$ cat src/rtl/bitslice_pkg.sv
`default_nettype none
// ============================================================================
// Module      : bitslice_pkg
// Description : Shared sizing and word-line type for the bit-slice storage array.
// Revision    : 1.0 - initial release
// ============================================================================
`ifndef ADDR_WIDTH
`define ADDR_WIDTH 3
`endif

package bitslice_pkg;

    localparam int ADDR_WIDTH = `ADDR_WIDTH;

    localparam int DEPTH = 2 ** ADDR_WIDTH;

    // One bit per cell; the same vector type carries DGWCLK and RWL.
    typedef logic [DEPTH-1:0] wl_t;

endpackage : bitslice_pkg
`default_nettype wire

$ cat src/rtl/bit_cell.sv
`default_nettype none
// ============================================================================
// Module      : bit_cell
// Description : Single storage cell with a gated write and an AND-gated read port.
// Revision    : 1.0 - initial release
// ============================================================================
module bit_cell (
    input  logic clk,
    input  logic rst,
    input  logic we,
    input  logic d,
    input  logic rwl,
    output logic rd
);

    logic r_q;

    // Reset wins over a write landing on the same edge.
    always_ff @(posedge clk) begin
        if (rst) begin
            r_q <= 1'b0;
        end else if (we) begin
            r_q <= d;
        end
    end

    assign rd = r_q & rwl;

endmodule : bit_cell
`default_nettype wire

$ cat src/rtl/bit_slice.sv
`default_nettype none
// ============================================================================
// Module      : bit_slice
// Description : One-bit column of DEPTH cells with one-hot writes and a wired-OR read bitline.
// Revision    : 1.0 - initial release
// ============================================================================
module bit_slice #(
    parameter  int ADDR_WIDTH = bitslice_pkg::ADDR_WIDTH,
    localparam int DEPTH      = 2 ** ADDR_WIDTH
) (
    input  logic             clk,
    input  logic             rst,
    input  logic [DEPTH-1:0] DGWCLK,
    input  logic             DIN,
    input  logic [DEPTH-1:0] RWL,
    output logic             DOUT
);

    import bitslice_pkg::*;

    logic [DEPTH-1:0] w_rd;

    generate
        for (genvar gi = 0; gi < DEPTH; gi++) begin : g_cells
            bit_cell u_cell (
                .clk (clk),
                .rst (rst),
                .we  (DGWCLK[gi]),
                .d   (DIN),
                .rwl (RWL[gi]),
                .rd  (w_rd[gi])
            );
        end
    endgenerate

    // Precharged-low bitline: no word line selected reads as 0.
    assign DOUT = |w_rd;

endmodule : bit_slice
`default_nettype wire

$ cat config.mk
export PLATFORM = sky130hd
export DESIGN_NAME = bit_slice
export DESIGN_NICKNAME = d
export VERILOG_FILES = /design/src/rtl/bitslice_pkg.sv /design/src/rtl/bit_cell.sv /design/src/rtl/bit_slice.sv
export SDC_FILE = /design/constraint.sdc
export NUM_CORES = 1
export LEC_CHECK = 0
export CORE_AREA = 4 4 41 43
export CTS_BUF_LIST = sky130_fd_sc_hd__clkbuf_8
export DETAILED_ROUTE_END_ITERATION = 10
export DIE_AREA = 0 0 45 47
export SLEW_MARGIN = 20
export SYNTH_ARGS = -nofsm -noshare
export SYNTH_HDL_FRONTEND = slang
export SYNTH_SLANG_ARGS = --single-unit
$ cat constraint.sdc
create_clock -name clk -period 0.8 [get_ports clk]
set_input_delay 0.12 -clock clk [delete_from_list [all_inputs] [get_ports clk]]
set_output_delay 0.12 -clock clk [all_outputs]
set_load 0.01 [all_outputs]
==> flow_summary.toml <==
[outcome]
status = "finished, violations left"
violations = "negative setup slack"

[global_route]
grt_max_degree = 9
grt_first_pass_wirelength_um = 1220
grt-ovfl-total = 0
antenna_found_initial = 0
grtUsageTotal = 0.0862
grt_pass1_vias = 306

[clock_network]
clockBufferDepth = 2
worstSkewPairLatency_ns = 0.22
post-cts-setup-buffer-count = 0
clock-root-buffer = "clkbuf_8"
cts.sinks = 8
cts-buffers-inserted = 3
cts_tree = "done"
h-tree-depth = 1
clk_pin_slew_ns = 0.04

[finish]
largest_reg_flops = 8
layout.nets = 74
layout-drive-gt1-share = 0.170
stdcell_count = 68
top_register = "g_cells.u_cell.r_q"
reg_top3 = "g_cells.u_cell.r_q (8)"
antenna_cells = 0
syn2layout_area_growth_pct = 82.9

[pwr]
power_w = 0.00108
p_leak_nw = 0.244
pwr-share-comb = 0.164
vdd_drop_max_uv = 769
intPower_w = 0.000871
seq_power_share = 0.408
p_per_area_nw_per_um2 = 1870
p_sw_frac = 0.191
clkPwrFrac = 0.427
switchingPower_w = 0.000205

[worst_hold_path]
whs_path_depth = 3
hp-start = "DIN"
hold_class = "in2reg"
worstHoldEndpoint = "g_cells[7].u_cell.r_q"

[placed_design]
io_buffers = 19
place.gp.congestion = 0.600
dpl.cell_count = 65

[flow_run]
cap_violations = 0

[yosys]
yosys.area.top_type_share = 0.508
synth_top_cells_by_count = "dfxtp_1, mux2i_1, nor2_1"
netlist_area_um2 = 315
synth_top_flop_cell = "dfxtp_1"
synth_cell_types = 7
synthArstFlopShare = 0
synthTopCellsByArea = "dfxtp_1, mux2i_1, a22oi_1"
synth_edf_count = 0
syn_inst = 31
syn_avg_cell_area_um2 = 10.2
ys_warn_count = 0
yosysTopAreaCell = "dfxtp_1"
synth_seq_cells = 8
ys_seq_area_frac = 0.508
synth_fp_nets = 50

[sta]
finalSetupViolCount = 1
max_freq_mhz = 911
fin_crit_sh = 1.37
slew_viol_final = 0
relSlewSlack = 0.817
worstMarginPinSlew_ns = 0.274
hold_viol = 0
clock_skew_ns = 0
rsz0062_at_grt = "yes"
fin_ws_ns = -0.298
period_minus_slack_ns = 1.10

[routing]
drc = 0
drtAntennaViolNets = 0
met1_length_um = 326
firstDrtPassIters = 3
drt_iter0_drc = 2
wire_per_inst_um = 11.1
wl_um = 754
via_per_inst = 4.50
dr_wl_met3_um = 105
top_layer_used = "met4"
dr_wl_met2_um = 311
vias = 306

[critical_path]
startpoint_type = "flop"
regToRegEndpoint = "g_cells[0].u_cell.r_q"
rrSetupSlack_ns = 0.20
crit_type = "reg2out"
required_ns = 0.68
cp_cell_sequence = "a22oi_2, nand4_1, buf_2"
end_kind = "output port"
worstReg2RegStart = "g_cells[0].u_cell.r_q"
cp_slowest_stage_delay_ns = 0.31
crit_fanout = 2
rr_worst_depth = 2
slowest_stage = "dfxtp_2"
cp.arrival_ns = 0.98

[floorplanning]
die_height_um = 47
initial_core_util = 0.242
io_pins = 20
core_um2 = 1300
design.die.area_um2 = 2120
die_x_um = 45
rows = 13
==> layout make-up <==
class                   count  area [µm²]
flip-flops and latches      8         161
clock buffers               3        41.3
repair buffers             21         199
fillers                   146         724
multi-input cells          21         156
well taps                  15        18.8
==> critical path: cells and delay by family (launching register included) <==
kind,cells,cell delay (ns)
AO/OA/AOI/OAI,1,0.19
buffers and inverters,1,0.15
flip-flops,1,0.31
AND/OR/NAND/NOR,1,0.11
==> worst max path at each step <==
stage                           from   end  slack (ns)  depth (start not counted)
6_report       g_cells[6].u_cell.r_q  DOUT       -0.30                          3
5_1_grt        g_cells[6].u_cell.r_q  DOUT       -0.35                          3
4_1_cts        g_cells[1].u_cell.r_q  DOUT       -0.30                          3
3_5_place_dp                  RWL[1]  DOUT       -0.67                          4
3_3_place_gp                  RWL[1]  DOUT       -0.68                          4
2_1_floorplan  g_cells[2].u_cell.r_q  DOUT        0.08                          2
==> cell usage in the layout (no fill, tap or decap), types with 2 or more instances in the layout <==
cell type / n
a22oi_2: 2
mux2i_1: 8
dfxtp_1: 7
nor2_1: 8
clkbuf_8: 3
clkdlybuf4s50_1: 17
buf_4: 2
a22oi_1: 2
==> layer usage <==
layer  global-route usage  up-vias
met5                    0        -
met2                0.102       15
met3               0.0383        2
met1                0.110      134
met4               0.0877        0
li1                     -      155
==> power groups by stage <==
stage | registers, W | clock network [W] | logic (W)
after floorplan | 0.000440 | 0 | 0.0000622
after global placement | 0.000443 | 0 | 0.000183
after detailed placement | 0.000443 | 0 | 0.000183
after CTS | 0.000439 | 0.000481 | 0.000179
after global routing | 0.000443 | 0.000504 | 0.000192
final | 0.000439 | 0.000460 | 0.000177
==> timing repair <==
| action | 4_1_cts | 5_1_grt |
|---|---|---|
| endpoints found under the setup margin | 7 | 1 |
| resized for setup | 7 | 1 |
| hold endpoints to repair | 0 | 0 |
| pin swaps | 1 | 2 |
| hold buffers | 0 | 0 |
==> per-stage QoR <==
step / TNS, ns / instance area [µm²] / worst slack (ns) / hold slack, ns / util
floorplan: 0 / 315 / 0.0768 / 0.272 / -
global placement: -2.69 / 531 / -0.681 / 0.475 / 0.408
detailed placement: -2.57 / 531 / -0.669 / 0.483 / 0.408
CTS: -0.305 / 576 / -0.305 / 0.472 / 0.442
global route: -0.353 / 577 / -0.353 / 0.509 / 0.443
finish: -0.298 / 577 / -0.298 / 0.472 / 0.443
==> cell families (layout without fill, tap and decap cells) <==
family | Yosys count | count (layout) | share of synthesized area
buffers and inverters | 2 | 24 | 0.0278
DFF | 8 | 8 | 0.508
and+or+nand+nor | 9 | 9 | 0.115
muxes | 8 | 8 | 0.254
AOI/OAI and AO/OA | 4 | 4 | 0.0952
No activity file was read; power rests on OpenSTA's default activity.
